## config.mk

```make
export PLATFORM = sky130hd
export DESIGN_NAME = pipelined_carry_adder
export DESIGN_NICKNAME = d
export VERILOG_FILES = /design/src/rtl/pipelined_carry_adder_pkg.sv /design/src/rtl/pipelined_carry_adder_stage.sv /design/src/rtl/pipelined_carry_adder.sv
export SDC_FILE = /design/constraint.sdc
export NUM_CORES = 1
export LEC_CHECK = 0
export CORE_MARGIN = 4
export CORE_UTILIZATION = 48
export CTS_CLUSTER_SIZE = 14
export DETAILED_ROUTE_END_ITERATION = 8
export GPL_ROUTABILITY_DRIVEN = 0
export GPL_TIMING_DRIVEN = 0
export PLACE_DENSITY = 0.73
export SLEW_MARGIN = 20
export SYNTH_ARGS = -nofsm -noshare
export SYNTH_HDL_FRONTEND = slang
export SYNTH_HIERARCHICAL = 1
export SYNTH_SLANG_ARGS = --single-unit
```

## constraint.sdc

```tcl
create_clock -name clk -period 3.4 [get_ports clk]
set_input_delay 0.34 -clock clk [delete_from_list [all_inputs] [get_ports clk]]
set_output_delay 0.34 -clock clk [all_outputs]
set_load 0.1 [all_outputs]
```

## src/rtl/pipelined_carry_adder_pkg.sv

```systemverilog
// Shared configuration for the pipelined carry adder.
//   - Default operand width and pipeline depth.
//   - Configuration legality check used at elaboration time by the top level.
package pipelined_carry_adder_pkg;

    localparam int unsigned PCA_DEFAULT_NUMBITS   = 32;
    localparam int unsigned PCA_DEFAULT_NUMSTAGES = 4;

    // Depth must be 1..width and divide the width into equal chunks.
    function automatic bit pca_cfg_ok(input int unsigned nbits, input int unsigned nstages);
        return (nstages >= 1) && (nstages <= nbits) && ((nbits % nstages) == 0);
    endfunction

endpackage

```

## src/rtl/pipelined_carry_adder_stage.sv

```systemverilog
// One pipeline stage of the pipelined carry adder.
//   Adds chunk STAGE of the (already conditioned) operands with the incoming
//   carry using a CHUNK-bit ripple slice, merges it into the partial sum and
//   registers the whole transaction when i_load is high.
// Ports:
//   clk, reset              clock, async active-low reset
//   i_load                  stage may capture this cycle
//   i_valid                 upstream transaction present
//   i_a, i_b                full operands (upper chunks still unconsumed)
//   i_sum                   partial sum, chunks below STAGE filled in
//   i_carry                 carry into this chunk
//   o_valid/o_a/o_b/o_sum/o_carry  registered stage contents
module pipelined_carry_adder_stage
    import pipelined_carry_adder_pkg::*;
#(
    parameter int unsigned NUMBITS = PCA_DEFAULT_NUMBITS,
    parameter int unsigned CHUNK   = PCA_DEFAULT_NUMBITS / PCA_DEFAULT_NUMSTAGES,
    parameter int unsigned STAGE   = 0
) (
    input  logic               clk,
    input  logic               reset,
    input  logic               i_load,
    input  logic               i_valid,
    input  logic [NUMBITS-1:0] i_a,
    input  logic [NUMBITS-1:0] i_b,
    input  logic [NUMBITS-1:0] i_sum,
    input  logic               i_carry,
    output logic               o_valid,
    output logic [NUMBITS-1:0] o_a,
    output logic [NUMBITS-1:0] o_b,
    output logic [NUMBITS-1:0] o_sum,
    output logic               o_carry
);

    localparam int unsigned LSB = STAGE * CHUNK;

    logic [CHUNK-1:0]   w_a_chunk;
    logic [CHUNK-1:0]   w_b_chunk;
    logic [CHUNK-1:0]   w_sum_chunk;
    logic               w_ripple;
    logic [NUMBITS-1:0] w_next_sum;

    logic               r_valid;
    logic [NUMBITS-1:0] r_a;
    logic [NUMBITS-1:0] r_b;
    logic [NUMBITS-1:0] r_sum;
    logic               r_carry;

    assign w_a_chunk = i_a[LSB +: CHUNK];
    assign w_b_chunk = i_b[LSB +: CHUNK];

    // Ripple-carry slice over this stage's chunk.
    always_comb begin
        w_sum_chunk = '0;
        w_ripple    = i_carry;
        for (int unsigned i = 0; i < CHUNK; i++) begin
            w_sum_chunk[i] = w_a_chunk[i] ^ w_b_chunk[i] ^ w_ripple;
            w_ripple       = (w_a_chunk[i] & w_b_chunk[i]) | (w_ripple & (w_a_chunk[i] ^ w_b_chunk[i]));
        end
    end

    // Merge this chunk into the partial sum carried from upstream.
    always_comb begin
        w_next_sum             = i_sum;
        w_next_sum[LSB +: CHUNK] = w_sum_chunk;
    end

    // Valid follows every load so bubbles collapse; data only moves with a real transaction.
    always_ff @(posedge clk or negedge reset) begin
        if (!reset) begin
            r_valid <= 1'b0;
            r_a     <= '0;
            r_b     <= '0;
            r_sum   <= '0;
            r_carry <= 1'b0;
        end else if (i_load) begin
            r_valid <= i_valid;
            if (i_valid) begin
                r_a     <= i_a;
                r_b     <= i_b;
                r_sum   <= w_next_sum;
                r_carry <= w_ripple;
            end
        end
    end

    assign o_valid = r_valid;
    assign o_a     = r_a;
    assign o_b     = r_b;
    assign o_sum   = r_sum;
    assign o_carry = r_carry;

endmodule

```

## src/rtl/pipelined_carry_adder.sv

```systemverilog
// Pipelined carry adder: NUMBITS-wide add split into NUMSTAGES ripple chunks,
// carry registered between stages, one add per clock, valid/ready on both sides.
// Optional macro PCA_SUB_EN adds a 'sub' input: b is inverted and the carry in
// is forced to 1 (carryout=1 then means no borrow).
// Ports:
//   clk, reset           clock, async active-low reset
//   in_valid/in_ready    operand handshake (in_ready is combinational from out_ready)
//   a, b, carryin        operands and carry into bit 0
//   sub                  subtract select (PCA_SUB_EN only)
//   out_valid/out_ready  result handshake
//   result, carryout     sum mod 2^NUMBITS and carry out of the MSB
//   overflow             signed two's-complement overflow
module pipelined_carry_adder
    import pipelined_carry_adder_pkg::*;
#(
    parameter int unsigned NUMBITS   = PCA_DEFAULT_NUMBITS,
    parameter int unsigned NUMSTAGES = PCA_DEFAULT_NUMSTAGES
) (
    input  logic               clk,
    input  logic               reset,
    input  logic               in_valid,
    output logic               in_ready,
    input  logic [NUMBITS-1:0] a,
    input  logic [NUMBITS-1:0] b,
    input  logic               carryin,
`ifdef PCA_SUB_EN
    input  logic               sub,
`endif
    output logic               out_valid,
    input  logic               out_ready,
    output logic [NUMBITS-1:0] result,
    output logic               carryout,
    output logic               overflow
);

    localparam int unsigned CHUNK = NUMBITS / NUMSTAGES;
    localparam int unsigned MSB   = NUMBITS - 1;

    if (!pca_cfg_ok(NUMBITS, NUMSTAGES)) begin : g_cfg_error
        $error("pipelined_carry_adder: NUMBITS must be a multiple of NUMSTAGES, 1 <= NUMSTAGES <= NUMBITS");
    end

    // Index 0 is the pipeline input; index k+1 is the output of stage k.
    logic [NUMSTAGES:0] w_v;
    logic [NUMSTAGES:0] w_c;
    logic [NUMSTAGES:0] w_ld;
    logic [NUMBITS-1:0] w_a   [NUMSTAGES+1];
    logic [NUMBITS-1:0] w_b   [NUMSTAGES+1];
    logic [NUMBITS-1:0] w_sum [NUMSTAGES+1];

    logic [NUMBITS-1:0] w_b_eff;
    logic               w_cin_eff;
    logic [NUMBITS-1:0] w_a_last;
    logic [NUMBITS-1:0] w_b_last;
    logic               w_unused_last_ops;

    // Operand conditioning: subtraction is a + ~b + 1.
`ifdef PCA_SUB_EN
    assign w_b_eff   = sub ? ~b : b;
    assign w_cin_eff = sub | carryin;
`else
    assign w_b_eff   = b;
    assign w_cin_eff = carryin;
`endif

    assign w_v[0]   = in_valid;
    assign w_a[0]   = a;
    assign w_b[0]   = w_b_eff;
    assign w_sum[0] = '0;
    assign w_c[0]   = w_cin_eff;

    // Advance chain from the consumer back to the input; a stage loads when empty or draining.
    always_comb begin
        w_ld            = '0;
        w_ld[NUMSTAGES] = out_ready;
        for (int k = int'(NUMSTAGES) - 1; k >= 0; k--) begin
            w_ld[k] = !w_v[k+1] || w_ld[k+1];
        end
    end

    assign in_ready = w_ld[0];

    for (genvar k = 0; k < NUMSTAGES; k++) begin : g_stage
        pipelined_carry_adder_stage #(
            .NUMBITS (NUMBITS),
            .CHUNK   (CHUNK),
            .STAGE   (k)
        ) u_stage (
            .clk     (clk),
            .reset   (reset),
            .i_load  (w_ld[k]),
            .i_valid (w_v[k]),
            .i_a     (w_a[k]),
            .i_b     (w_b[k]),
            .i_sum   (w_sum[k]),
            .i_carry (w_c[k]),
            .o_valid (w_v[k+1]),
            .o_a     (w_a[k+1]),
            .o_b     (w_b[k+1]),
            .o_sum   (w_sum[k+1]),
            .o_carry (w_c[k+1])
        );
    end

    assign w_a_last  = w_a[NUMSTAGES];
    assign w_b_last  = w_b[NUMSTAGES];

    assign out_valid = w_v[NUMSTAGES];
    assign result    = w_sum[NUMSTAGES];
    assign carryout  = w_c[NUMSTAGES];

    // Signed overflow from final-stage registers; all-zero after reset gives 0.
    assign overflow  = (w_a_last[MSB] == w_b_last[MSB]) && (result[MSB] != w_a_last[MSB]);

    // Only the operand MSBs are needed at the end of the pipe.
    assign w_unused_last_ops = ^{w_a_last, w_b_last};

endmodule

```

==> impl_metrics.py, run 1 <==
metrics = {
    "cells_and_area": {
        "finalCoreUtilization_pct": 62.1,
        "fill_cells": 1177,
        "drive_above_1_share_pct": 43.5,
        "antennaDiodeCount": 0,
        "synthToLayoutAreaGrowth_pct": 26.1,
        "layoutNonFillerInstCount": 843,
        "fin_nets": 715,
    },
    "setup_path": {
        "cp.arrival_ns": 3.89,
        "cp_max_fo": 2,
        "critPathKind": "flop to flop",
        "endpoint_kind": "flop",
        "required_ns": 3.74,
        "worst_setup_path_start_kind": "flop",
        "ff2ff_setup_slack_ns": -0.15,
    },
    "clock_network": {
        "clock-root-buffer": "clkbuf_16",
        "htree_levels": 4,
        "clock_latency_ns": 0.42,
        "clockBufferDepth": 2,
        "cts_tree": "built",
        "cts-buffers-inserted": 17,
        "clock-sinks": 186,
        "clk_pin_slew_worst_paths_ns": 0.06,
    },
    "status": {
        "status": "finished with violations",
        "violations": "negative setup slack",
    },
    "floorplanning": {
        "core_um2": 15900,
        "std_cell_rows": 46,
        "die_y_um": 136,
        "initial_utilization_pct": 49.3,
        "dieArea_um2": 18500,
        "dieWidth_um": 136,
        "ios": 105,
    },
    "route": {
        "vias_per_cell": 4.81,
        "num_vias": 4054,
        "dr.pass1.iters": 4,
        "first_iter_violations": 157,
        "wl_mm": 14.3,
        "wl_per_cell_um": 17.0,
        "drc": 0,
        "ant_nets": 0,
    },
    "grt": {
        "antenna_found_initial": 0,
        "grt_max_degree": 100,
        "grt_overflow": 0,
        "grt_pass1_wl_mm": 23.2,
        "grt_pass1_vias": 4570,
        "grt_usage_pct": 16.5,
    },
    "timing": {
        "max_slew_margin_pct": 32.4,
        "layout_setup_ws_ns": -0.151,
        "rsz0062_at_grt": "yes",
        "timing.hold.ws_ns": 0.500,
        "finClkSkew_ns": 0.00596,
        "finalSetupTns_ns": -0.318,
        "min_period_over_period_pct": 104,
        "max_freq_mhz": 282,
        "setup_viol": 3,
        "fin_crit_ns": 3.55,
        "drv_slew": 0,
        "hold_violations": 0,
        "worstMarginPinSlew_ns": 1.01,
    },
    "placement": {
        "port_buffers": 104,
        "hpwl_mm": 10.3,
        "post-place-cells": 808,
    },
    "yosys": {
        "synth_cells": 487,
        "netlist_area_um2": 7850,
        "syn_nets": 588,
        "syn_area_per_cell_um2": 16.1,
        "yosys_warnings": 6,
    },
    "min_path": {
        "hp-class": "primary input to async pin",
    },
    "power_and_ir_drop": {
        "ir_worst_vdd_mv": 0.716,
        "leakage_nw": 4.34,
        "power-per-cell-area_nw_per_um2": 919,
    },
    "flow_run": {
        "drv_cap": 0,
    },
}
-- critical path: stages (launching register included) --
cell and delay [ns]:
dfrtp_1 0.40, fa_2 0.39, inv_2 0.06, fa_1 0.15, inv_1 0.05, fa_2 0.34, fa_2 0.35, fa_2 0.36
fa_2 0.37, fa_2 0.36, inv_2 0.06, fa_1 0.41, mux2i_1 0.16
-- flip-flops by register name (all words and copies together), names as in the netlist --
name / flops
g_stage.u_stage/o_carry: 4
g_stage.u_stage/o_b: 49
g_stage.u_stage/o_a: 49
g_stage.u_stage/o_valid: 4
g_stage.u_stage/o_sum: 80
-- where the power goes --
group	internal (mW)	switching, mW
Clock	1.24	0.812
Combinational	1.34	2.32
Sequential	2.94	0.445
Total	5.52	3.58
-- cells in the final DEF (no fill, tap or decap) --
| cell type | count |
|---|---|
| fa_2 | 26 |
| clkinv_4 | 2 |
| dlygate4sd2_1 | 3 |
| nor2b_4 | 1 |
| nand2b_1 | 1 |
| dfrtp_1 | 186 |
| o21ai_0 | 4 |
| buf_16 | 1 |
| dlygate4sd3_1 | 1 |
| mux2i_1 | 12 |
| clkinvlp_4 | 1 |
| buf_6 | 9 |
| inv_6 | 1 |
| nand4_1 | 1 |
| mux2_2 | 152 |
| mux2_4 | 18 |
| clkdlybuf4s50_1 | 100 |
| buf_8 | 1 |
| fa_1 | 6 |
| o22ai_2 | 1 |
| bufinv_16 | 3 |
| nand2_2 | 4 |
| clkinv_2 | 3 |
| clkbuf_16 | 17 |
| buf_2 | 18 |
| clkbuf_8 | 4 |
| clkbuf_1 | 1 |
| inv_2 | 9 |
| nand3_1 | 1 |
| buf_4 | 2 |
| nand2_1 | 2 |
| inv_1 | 36 |
-- path summary, 6_finish.rpt --
| path | startpoint | endpoint | cells after the start |
|---|---|---|---|
| min in group clk | g_stage[1].u_stage/o_sum[11] | g_stage[1].u_stage/o_sum[11] | 1 |
| setup / recovery | g_stage[1].u_stage/o_a[16] | g_stage[2].u_stage/o_sum[23] | 12 |
| max in group asynchronous | reset | g_stage[0].u_stage/o_b[21] | 3 |
| setup reg to reg | g_stage[1].u_stage/o_a[16] | g_stage[2].u_stage/o_sum[23] | 12 |
| hold reg to reg | g_stage[1].u_stage/o_sum[11] | g_stage[1].u_stage/o_sum[11] | 1 |
| hold / removal | reset | g_stage[0].u_stage/o_a[29] | 2 |
-- repair_timing --
item,CTS,global route
hold endpoints to repair,87,0
pin swaps,18,11
gates resized for setup,23,0
setup buffers,2,0
setup endpoints to repair,6,8
hold buffers,1,0
-- layout make-up --
class,count,area (µm²),area share (%)
flip-flops and latches,186,4650,47.0
clock inverters,10,139,1.40
repair buffers,108,1090,11.1
multi-input cells,229,2900,29.3
well taps,216,270,2.73
inverters,45,169,1.70
clock buffers,22,484,4.89
plain buffers,27,191,1.93
-- metal layers --
layer / track usage [%] / wire length, µm / share of wire, %
met2: 28.0 / 7480 / 52
met3: 4.33 / 595 / 4.2
met4: 5.54 / 216 / 1.5
met5: 0 / 0 / 0
met1: 20.8 / 6010 / 42
-- per-stage QoR --
step	area, µm²	total power, mW	setup slack [ns]
after CTS	9910	9.23	-0.275
after global routing	9910	9.58	-0.271
final	9910	9.10	-0.151
after global placement	9200	6.98	-5.20
after floorplan	7890	6.09	-0.0144
after detailed placement	9240	7.11	-0.629
Note: power is estimated with default switching activity, not from simulation.
==> run 2: changes to the inputs <==
Settings changed: CORE_MARGIN 4 to 2, CORE_UTILIZATION 48 to 35, PLACE_DENSITY 0.73 to 0.57.
==> run 2 against run 1 <==
The run still ends with negative setup slack left. Setup slack got worse by 0.0017 ns. Sequential share of layout area decreased by 0.14 points. Maximum frequency about the same. Sequential cell count unchanged. Die area increased by 28%. Design area increased by 0.29%. Clock-buffer cell count unchanged. Critical path type unchanged. Critical endpoint is now g_stage[3].u_stage/o_sum[31]. Largest cell class unchanged. Largest power group unchanged. Highest routed layer unchanged.
==> impl_metrics.py, run 2 (synthesis gave the netlist of run 1 again) <==
metrics = {
    "status": {
        "status": "finished with violations",
        "violations": "negative setup slack",
    },
    "grt": {
        "antenna_found_initial": 0,
        "grt_usage_pct": 13.2,
        "grt_overflow": 0,
        "grt_max_degree": 103,
        "grt_pass1_vias": 4586,
        "grt_pass1_wl_mm": 24.2,
    },
    "route": {
        "wl_mm": 14.5,
        "num_vias": 4126,
        "drc": 0,
        "wl_per_cell_um": 16.0,
        "first_iter_violations": 114,
        "dr.pass1.iters": 4,
        "ant_nets": 0,
        "vias_per_cell": 4.55,
    },
    "setup_path": {
        "crit_chain": "fa_2, inv_2, fa_1, inv_1, fa_2, fa_2, fa_2, fa_2, fa_2, inv_2, fa_1, mux2i_1",
        "endpoint_kind": "flop",
        "critPathKind": "flop to flop",
        "max_stage_delay_ns": 0.41,
        "critPathBufInv": 3,
        "worst_setup_path_start_kind": "flop",
        "required_ns": 3.74,
        "cp.arrival_ns": 3.89,
        "critPathTopFamily": "adder cells",
        "cp_slowest_cell": "dfrtp_1",
        "cp_max_fo": 2,
        "cp_common_cell": "fa_2",
    },
    "clock_network": {
        "htree_levels": 4,
        "clk_pin_slew_worst_paths_ns": 0.07,
        "clock-sinks": 186,
        "clock_latency_ns": 0.42,
        "clock-root-buffer": "clkbuf_16",
        "cts_tree": "built",
        "clockBufferDepth": 2,
        "cts-buffers-inserted": 17,
    },
    "floorplanning": {
        "dieWidth_um": 154,
        "core_um2": 21900,
        "ios": 105,
        "std_cell_rows": 54,
        "die_y_um": 154,
        "initial_utilization_pct": 35.9,
        "dieArea_um2": 23700,
    },
    "timing": {
        "drv_slew": 0,
        "layout_setup_ws_ns": -0.153,
        "max_freq_mhz": 281,
        "hold_violations": 0,
        "setup_viol": 3,
        "worstMarginPinSlew_ns": 1.06,
        "finClkSkew_ns": 0.0104,
        "max_slew_margin_pct": 29.4,
        "min_period_over_period_pct": 105,
        "rsz0062_at_grt": "yes",
        "fin_crit_ns": 3.55,
    },
    "cells_and_area": {
        "fin_nets": 714,
        "layoutNonFillerInstCount": 906,
        "fill_cells": 1987,
        "synthToLayoutAreaGrowth_pct": 26.5,
        "drive_above_1_share_pct": 43.0,
        "antennaDiodeCount": 0,
        "final_cell_mix": "dfrtp_1 (186), mux2_2 (152), clkdlybuf4s50_1 (100), inv_1 (36), fa_2 (25)",
        "largest_reg_flops": 80,
        "final_common_cell": "dfrtp_1",
    },
    "placement": {
        "hpwl_mm": 10.3,
        "port_buffers": 104,
        "post-place-cells": 872,
        "pre_cts_slack_ns": -0.592,
    },
    "flow_run": {
        "drv_cap": 0,
    },
    "min_path": {
        "hp-class": "primary input to flop",
    },
    "power_and_ir_drop": {
        "ir_worst_vdd_mv": 0.373,
        "power-per-cell-area_nw_per_um2": 902,
        "leakage_nw": 4.31,
    },
}
-- run 2: path summary, 6_finish.rpt --
path / startpoint / to / slack, ns / cells after the start
setup / recovery: g_stage[2].u_stage/o_carry / g_stage[3].u_stage/o_sum[31] / -0.15 / 12
hold / removal: carryin / g_stage[0].u_stage/o_sum[0] / 0.49 / 3
setup reg to reg: g_stage[2].u_stage/o_carry / g_stage[3].u_stage/o_sum[31] / -0.15 / 12
hold reg to reg: g_stage[2].u_stage/o_sum[8] / g_stage[3].u_stage/o_sum[8] / 0.49 / 1
max in group asynchronous: reset / g_stage[1].u_stage/o_a[18] / 1.96 / 3
min in group asynchronous: reset / g_stage[3].u_stage/o_sum[2] / 0.51 / 2
-- run 2: power by group --
part | internal [mW] | leakage (nW) | switching, mW | total [mW]
Combinational | 1.35 | 1.86 | 2.31 | 3.66
Clock | 1.12 | 0.273 | 0.823 | 1.95
Sequential | 2.94 | 2.17 | 0.423 | 3.36
-- run 2: cell type report --
class,instances,area (µm²),area share [%]
clock inverter,10,118,1.18
inverter,45,169,1.70
tap,280,350,3.53
multi-input combinational,229,2900,29.2
buffer,27,191,1.93
clock buffer,22,464,4.67
sequential,186,4650,46.8
timing repair buffer,107,1090,10.9
-- run 2: worst min-delay path, stage by stage --
cell           delay [ns]
dlygate4sd2_1        0.22
fa_2                 0.19
mux2_2               0.13
-- run 2: through the flow --
stage / hold slack, ns / utilization (%) / instance area [µm²] / power (mW) / TNS (ns)
floorplan: 0.0444 / - / 7890 / 6.09 / -0.0398
global placement: 0.483 / 42.4 / 9280 / 7.02 / -1009.92
detailed placement: 0.371 / 42.6 / 9320 / 7.11 / -1.99
CTS: 0.474 / 45.4 / 9940 / 9.12 / -0.504
global route: 0.510 / 45.4 / 9940 / 9.50 / -0.738
finish: 0.491 / 45.4 / 9940 / 8.97 / -0.297
-- run 2: what timing repair did --
| item | 4_1_cts | 5_1_grt |
|---|---|---|
| setup endpoints to repair | 6 | 8 |
| hold buffers | 1 | 0 |
| pin swaps | 15 | 10 |
| hold endpoints to repair | 84 | 0 |
| setup buffers | 1 | 0 |
| resized for setup | 21 | 1 |
-- run 2: metal layers --
layer	part of all wire, %	global-route usage (%)	up-vias
met2	50	21.9	65
met5	0	0	-
li1	-	-	1872
met3	3.7	3.44	8
met1	45	17.0	2181
met4	1.1	3.93	0
==> run 3: changes to the inputs <==
Settings changed: CAP_MARGIN set to 20.
==> results of run 3 <==
Same layout as run 2: the final DEF is identical, and so are final timing and power.
